==> config.mk <==
export PLATFORM = sky130hd
export DESIGN_NAME = midi_reg_master
export DESIGN_NICKNAME = d
export VERILOG_FILES = /design/src/rtl/midi_pkg.sv /design/src/rtl/midi_parser.sv /design/src/rtl/midi_reg_master.sv
export SDC_FILE = /design/constraint.sdc
export NUM_CORES = 1
export LEC_CHECK = 0
export CAP_MARGIN = 25
export CORE_ASPECT_RATIO = 0.8
export CORE_MARGIN = 10
export CORE_UTILIZATION = 51
export CTS_BUF_LIST = sky130_fd_sc_hd__clkbuf_16
export DETAILED_ROUTE_END_ITERATION = 10
export HOLD_SLACK_MARGIN = 0.08
export PLACE_DENSITY = 0.81
export SYNTH_ARGS = -nofsm -noshare
export SYNTH_HDL_FRONTEND = slang
export SYNTH_SLANG_ARGS = --single-unit
==> constraint.sdc <==
create_clock -name clk -period 5 [get_ports clk]
set_clock_uncertainty 0.15 [all_clocks]
set_input_delay 0.5 -clock clk [delete_from_list [all_inputs] [get_ports clk]]
set_output_delay 0.5 -clock clk [all_outputs]
set_load 0.01 [all_outputs]
==> src/rtl/midi_pkg.sv <==
// midi_pkg: shared constants, parser state type and helpers for the MIDI-to-register bridge.
//   NOTE_OFF..CHPRESS : channel voice status nibbles the bridge understands
//   CC_ALL_NOTES_OFF  : controller number that releases a channel's note
//   parser_state_e    : running-status parser states
//   data_bytes_for()  : data bytes carried by a channel voice message
package midi_pkg;

  localparam logic [3:0] NOTE_OFF = 4'h8;
  localparam logic [3:0] NOTE_ON  = 4'h9;
  localparam logic [3:0] CTRL     = 4'hB;
  localparam logic [3:0] PROG     = 4'hC;
  localparam logic [3:0] CHPRESS  = 4'hD;

  localparam logic [6:0] CC_ALL_NOTES_OFF = 7'd123;

  typedef enum logic [1:0] {
    StIdle,
    StWaitD1,
    StWaitD2
  } parser_state_e;

  // Program change and channel pressure carry one data byte; every other
  // channel voice message carries two.
  function automatic logic [1:0] data_bytes_for(input logic [3:0] status);
    if (status == PROG || status == CHPRESS) begin
      return 2'd1;
    end
    return 2'd2;
  endfunction

endpackage

==> src/rtl/midi_parser.sv <==
// midi_parser: running-status MIDI channel voice message framer.
//   clk, rst        : clock, synchronous active-high reset
//   rx_data_i       : received byte, qualified by rx_valid_i
//   msg_valid_o     : one-cycle strobe, combinational with the completing data byte
//   status_o        : status nibble of the completed message
//   channel_o       : MIDI channel of the completed message
//   d1_o, d2_o      : data bytes (d2_o is 0 for one-byte messages)
module midi_parser
  import midi_pkg::*;
(
  input  logic       clk,
  input  logic       rst,
  input  logic [7:0] rx_data_i,
  input  logic       rx_valid_i,
  output logic       msg_valid_o,
  output logic [3:0] status_o,
  output logic [3:0] channel_o,
  output logic [6:0] d1_o,
  output logic [6:0] d2_o
);

  parser_state_e state_q, state_d;
  logic [3:0]    status_q, status_d;
  logic [3:0]    chan_q, chan_d;
  logic [6:0]    d1_q, d1_d;

  logic is_data;
  logic is_status;
  logic is_sys_common;
  logic one_byte_msg;

  // Real-time bytes (F8-FF) match none of these and leave everything untouched.
  assign is_data       = rx_valid_i && !rx_data_i[7];
  assign is_status     = rx_valid_i && rx_data_i[7] && (rx_data_i[7:4] != 4'hF);
  assign is_sys_common = rx_valid_i && (rx_data_i[7:3] == 5'b11110);
  assign one_byte_msg  = (data_bytes_for(status_q) == 2'd1);

  always_ff @(posedge clk) begin
    if (rst) begin
      state_q  <= StIdle;
      status_q <= 4'h0;
      chan_q   <= 4'h0;
      d1_q     <= 7'h00;
    end else begin
      state_q  <= state_d;
      status_q <= status_d;
      chan_q   <= chan_d;
      d1_q     <= d1_d;
    end
  end

  always_comb begin
    state_d  = state_q;
    status_d = status_q;
    chan_d   = chan_q;
    d1_d     = d1_q;
    if (is_status) begin
      // A new status abandons any partial message.
      state_d  = StWaitD1;
      status_d = rx_data_i[7:4];
      chan_d   = rx_data_i[3:0];
    end else if (is_sys_common) begin
      state_d = StIdle;
    end else if (is_data) begin
      case (state_q)
        StIdle: ;
        StWaitD1: begin
          d1_d    = rx_data_i[6:0];
          state_d = one_byte_msg ? StWaitD1 : StWaitD2;
        end
        StWaitD2: state_d = StWaitD1;
        default:  state_d = StIdle;
      endcase
    end
  end

  always_comb begin
    msg_valid_o = 1'b0;
    status_o    = status_q;
    channel_o   = chan_q;
    d1_o        = d1_q;
    d2_o        = 7'h00;
    if (is_data) begin
      case (state_q)
        StWaitD1: begin
          if (one_byte_msg) begin
            msg_valid_o = 1'b1;
            d1_o        = rx_data_i[6:0];
          end
        end
        StWaitD2: begin
          msg_valid_o = 1'b1;
          d2_o        = rx_data_i[6:0];
        end
        default: ;
      endcase
    end
  end

endmodule

==> src/rtl/midi_reg_master.sv <==
// midi_reg_master: turns a MIDI byte stream into single-cycle register writes of
// {gate, note} per floppy channel, keeping one monophonic note record per channel.
//   clk, rst     : clock, synchronous active-high reset
//   rx_data      : received MIDI byte, qualified by rx_valid
//   reg_addr     : {2'b0, channel}, registered, holds between requests
//   write        : write qualifier, pulses with new_req
//   new_req      : one-cycle request strobe, cycle after the completing byte
//   write_value  : {gate, note[6:0]}, registered, holds between requests
module midi_reg_master
  import midi_pkg::*;
#(
  parameter int unsigned NUM_CH = 8
) (
  input  logic       clk,
  input  logic       rst,
  input  logic [7:0] rx_data,
  input  logic       rx_valid,
  output logic [5:0] reg_addr,
  output logic       write,
  output logic       new_req,
  output logic [7:0] write_value
);

  localparam int unsigned IdxW = (NUM_CH > 1) ? $clog2(NUM_CH) : 1;

  logic       msg_valid;
  logic [3:0] msg_status;
  logic [3:0] msg_channel;
  logic [6:0] msg_d1;
  logic [6:0] msg_d2;

  midi_parser u_parser (
    .clk         (clk),
    .rst         (rst),
    .rx_data_i   (rx_data),
    .rx_valid_i  (rx_valid),
    .msg_valid_o (msg_valid),
    .status_o    (msg_status),
    .channel_o   (msg_channel),
    .d1_o        (msg_d1),
    .d2_o        (msg_d2)
  );

  logic [NUM_CH-1:0]      playing_q, playing_d;
  logic [NUM_CH-1:0][6:0] cur_note_q, cur_note_d;
  logic                   req_q, req_d;
  logic [5:0]             addr_q, addr_d;
  logic [7:0]             value_q, value_d;

  logic            ch_ok;
  logic [IdxW-1:0] ch_idx;
  logic            note_release;

  // Channels at or above NUM_CH have no floppy behind them; drop their messages.
  assign ch_ok  = 32'(msg_channel) < NUM_CH;
  assign ch_idx = msg_channel[IdxW-1:0];

  always_ff @(posedge clk) begin
    if (rst) begin
      playing_q  <= '0;
      cur_note_q <= '0;
      req_q      <= 1'b0;
      addr_q     <= 6'h00;
      value_q    <= 8'h00;
    end else begin
      playing_q  <= playing_d;
      cur_note_q <= cur_note_d;
      req_q      <= req_d;
      addr_q     <= addr_d;
      value_q    <= value_d;
    end
  end

  always_comb begin
    playing_d    = playing_q;
    cur_note_d   = cur_note_q;
    req_d        = 1'b0;
    addr_d       = addr_q;
    value_d      = value_q;
    note_release = 1'b0;
    if (msg_valid && ch_ok) begin
      case (msg_status)
        NOTE_ON: begin
          if (msg_d2 != 7'h00) begin
            // Monophonic: a new note simply overwrites whatever was sounding.
            playing_d[ch_idx]  = 1'b1;
            cur_note_d[ch_idx] = msg_d1;
            req_d              = 1'b1;
            value_d            = {1'b1, msg_d1};
          end else begin
            note_release = playing_q[ch_idx] && (msg_d1 == cur_note_q[ch_idx]);
          end
        end
        NOTE_OFF: note_release = playing_q[ch_idx] && (msg_d1 == cur_note_q[ch_idx]);
        CTRL:     note_release = playing_q[ch_idx] && (msg_d1 == CC_ALL_NOTES_OFF);
        default:  ;
      endcase
      if (note_release) begin
        playing_d[ch_idx] = 1'b0;
        req_d             = 1'b1;
        value_d           = {1'b0, cur_note_q[ch_idx]};
      end
      if (req_d) begin
        addr_d = {2'b00, msg_channel};
      end
    end
  end

  assign new_req     = req_q;
  assign write       = req_q;
  assign reg_addr    = addr_q;
  assign write_value = value_q;

endmodule

==> impl_metrics.json <==
{
  "power.leakage_nw": 1.70,
  "yosys-top-cells-count": "nor2_1, dfxtp_1, a21oi_1",
  "critPathCapture": "playing_q[7]",
  "wl_per_cell_um": 17.9,
  "p_sw_uw": 352,
  "ant_nets": 0,
  "seq_power_share_pct": 49.9,
  "synth_cell_type_count": 63,
  "status": "finished clean",
  "io_buffer_count": 24,
  "pre_cts_ws_ns": 1.08,
  "r2r_setup_slack_ns": 1.44,
  "postSynthCellCount": 499,
  "die_h_um": 104,
  "globalplace.congestion": 0.890,
  "synth_compound_area_share_pct": 16.1,
  "synth.top_cell.area_share_pct": 42.0,
  "fp.dieArea_um2": 13000,
  "post-route-period-util_pct": 72.3,
  "antenna_cells": 0,
  "layout.area.seq_um2": 1880,
  "grt_pass1_vias": 3506,
  "drv_cap": 0,
  "intPower_mw": 1.17,
  "synthFlopType": "dfxtp_1",
  "clock_latency_ns": 0.34,
  "hold_path_class": "flop to flop",
  "rows": 30,
  "synthToLayoutAreaGrowth_pct": 12.9,
  "max_stage_delay_ns": 0.68,
  "rr_endpoint": "playing_q[7]",
  "cts_buffers": 9,
  "cts_sinks": 94,
  "final_core_util_pct": 59.4,
  "placed_cell_area_um2": 4720,
  "cts-root-buf": "clkbuf_16",
  "powerDensity_nw_per_um2": 301,
  "finalMaxSlewViolations": 0,
  "rr_worst_depth": 9,
  "max_freq_mhz": 277,
  "path_cells": "clkdlybuf4s50_1 -> nand3b_4 -> nor2_8 -> mux2i_2 -> xor2_1 -> nor4_2 -> a21o_1 -> nand2_4 -> o31a_1",
  "multi_input_area_um2": 2360,
  "synth_top_area_cell": "dfxtp_1",
  "syn_area_um2": 4480,
  "rsz0062_at_grt": "false",
  "synth_area_per_cell_um2": 8.98,
  "antenna_found_initial": 0,
  "cp_data_required_time_ns": 5.08,
  "clk_path_buf_depth": 2,
  "tightest_slew_ns": 1.07,
  "startpoint_type": "input port",
  "seq_area_frac_synth_pct": 42.0,
  "synth_warnings": 0,
  "final_cell_area_um2": 5060,
  "htree_levels": 3,
  "synth_fa_ha_area_share_pct": 0.838,
  "overflow": 0,
  "synthMuxAreaShare_pct": 12.3,
  "grtUsageTotal_pct": 16.8,
  "synth_xor_area_share_pct": 1.37,
  "setup_viol": 0,
  "cts_resized": 0,
  "path_clk_slew_ns": 0.07,
  "wirelength_um": 11200,
  "dp_hpwl_um": 7570,
  "postCtsHoldBufs": 0,
  "worst_slack_ns": 1.39,
  "synth_edf_count": 0,
  "yosys.area_share.simple_pct": 21.8,
  "peakVddDrop_v": 0.000207,
  "slew_headroom_pct": 28.5,
  "crit_type": "input port to flop",
  "finalHoldViolations": 0,
  "grt_max_degree": 49,
  "yosysMostFrequentCell": "nor2_1",
  "start_util_pct": 52.6,
  "cts_setup_buffers": 0,
  "vias": 3739,
  "drc": 0,
  "drt_iter0_drc": 374,
  "grt_pass1_wl_um": 17900,
  "async_flop_share_pct": 0,
  "io_pins": 27,
  "endpoint_kind": "flop",
  "die_width_um": 125,
  "timing.critical_path.from": "rx_valid",
  "viasPerCell": 5.95,
  "drive_gt1_share_pct": 11.4,
  "ys_ff_latch": 94,
  "nFillCells": 702,
  "worstReg2RegStart": "u_parser.state_q[0]",
  "setup_tns_ns": 0,
  "switching_share_pct": 23.1,
  "coreArea_um2": 8520,
  "synthTopCellsByArea": "dfxtp_1, nor2_1, a21oi_1",
  "synth_top_family_by_area": "simple AND/OR/NAND/NOR gates",
  "power_frac_comb_pct": 5.8,
  "power.share.clock_pct": 44.2,
  "worstPathArrival_ns": 3.70,
  "path_max_fanout": 12,
  "finalCriticalPeriod_ns": 3.61,
  "finalNetCount": 525,
  "cts_tree": "done",
  "slowest_stage": "mux2i_2",
  "dr.pass1.iters": 5
}
==> worst min path at each step <==
stage	start	endpoint	slack (ns)	cells past startpoint
global route	write_value[4]	write_value[4]	0.33	2
floorplan	cur_note_q[35]	cur_note_q[35]	0.30	2
global placement	write_value[4]	write_value[4]	0.29	2
finish	write_value[4]	write_value[4]	0.31	2
CTS	write_value[0]	write_value[0]	0.31	2
detailed placement	write_value[0]	write_value[0]	0.30	2
==> state kept, by name (all words and copies together), names as in the netlist <==
name,count
u_parser.d1_q,7
new_req,1
write_value,8
cur_note_q,56
u_parser.state_q,2
playing_q,8
u_parser.status_o,4
u_parser.channel_o,4
reg_addr,4
==> layout by cell type, fill, tap and decap left out, types with 3 or more instances in the layout <==
master           synthesis  layout
a211oi_1                29      29
a21oi_1                 48      48
and2_1                   3       3
and4_1                   4       4
buf_4                    4       8
clkbuf_16                0       9
clkdlybuf4s50_1          0      23
dfxtp_1                 94      94
ha_1                     3       3
inv_1                   12      14
mux2i_1                 21      21
mux2i_2                  6       6
mux4_2                  10      10
nand2_1                 24      24
nand2b_1                 5       5
nand3_1                  8       8
nor2_1                 109     109
nor2b_1                  5       5
nor3_1                   9       9
nor3_2                   4       4
nor3b_1                  3       3
o211a_1                  3       3
o21ai_0                  7       7
o21ai_1                  4       4
o31a_1                   4       4
xor2_1                   5       5
==> stage by stage <==
step / hold WS, ns / instances / power [mW]
final: 0.307 / 628 / 1.52
after global routing: 0.326 / 628 / 1.57
after CTS: 0.307 / 625 / 1.53
after detailed placement: 0.296 / 609 / 0.860
after global placement: 0.287 / 609 / 0.858
after floorplan: 0.299 / 500 / 0.837
==> power groups by stage <==
| stage | registers, mW | logic [mW] | clock network, mW |
|---|---|---|---|
| 2_1_floorplan | 0.774 | 0.0627 | 0 |
| 3_3_place_gp | 0.782 | 0.0769 | 0 |
| 3_5_place_dp | 0.782 | 0.0782 | 0 |
| 4_1_cts | 0.765 | 0.0788 | 0.686 |
| 5_1_grt | 0.761 | 0.0945 | 0.710 |
| 6_report | 0.761 | 0.0886 | 0.674 |
==> critical path, delay by kind of cell <==
| kind | cells | cell delay [ns] |
|---|---|---|
| buffers and inverters | 1 | 0.56 |
| and+or+nand+nor | 4 | 1.06 |
| muxes | 1 | 0.68 |
| AOI/OAI and AO/OA | 2 | 0.70 |
| xor gates and xnor gates | 1 | 0.19 |
==> area by class of cell <==
cell class	count	share of cell area, %
clock buffer	9	4.45
tap	112	2.77
multi-input combinational	359	46.6
sequential	94	37.2
clock inverter	7	1.31
timing repair buffer	34	6.68
inverter	13	0.965
==> routing by layer <==
metal	vias to the layer above	wire [µm]	GRT usage, %
li1	1786	-	-
met1	1821	5230	21.9
met2	115	5030	25.2
met3	17	776	5.45
met4	0	202	6.08
met5	-	0	0
==> kinds of logic (layout without fill, tap and decap cells) <==
logic type,Yosys count,in the layout
compound gates,112,112
xor+xnor,7,7
fa+ha+maj,3,3
buf+inv,47,63
flops,94,94
mux,39,39
other cells,1,2
simple gates,196,196
Power figures use the tool's default switching activity.
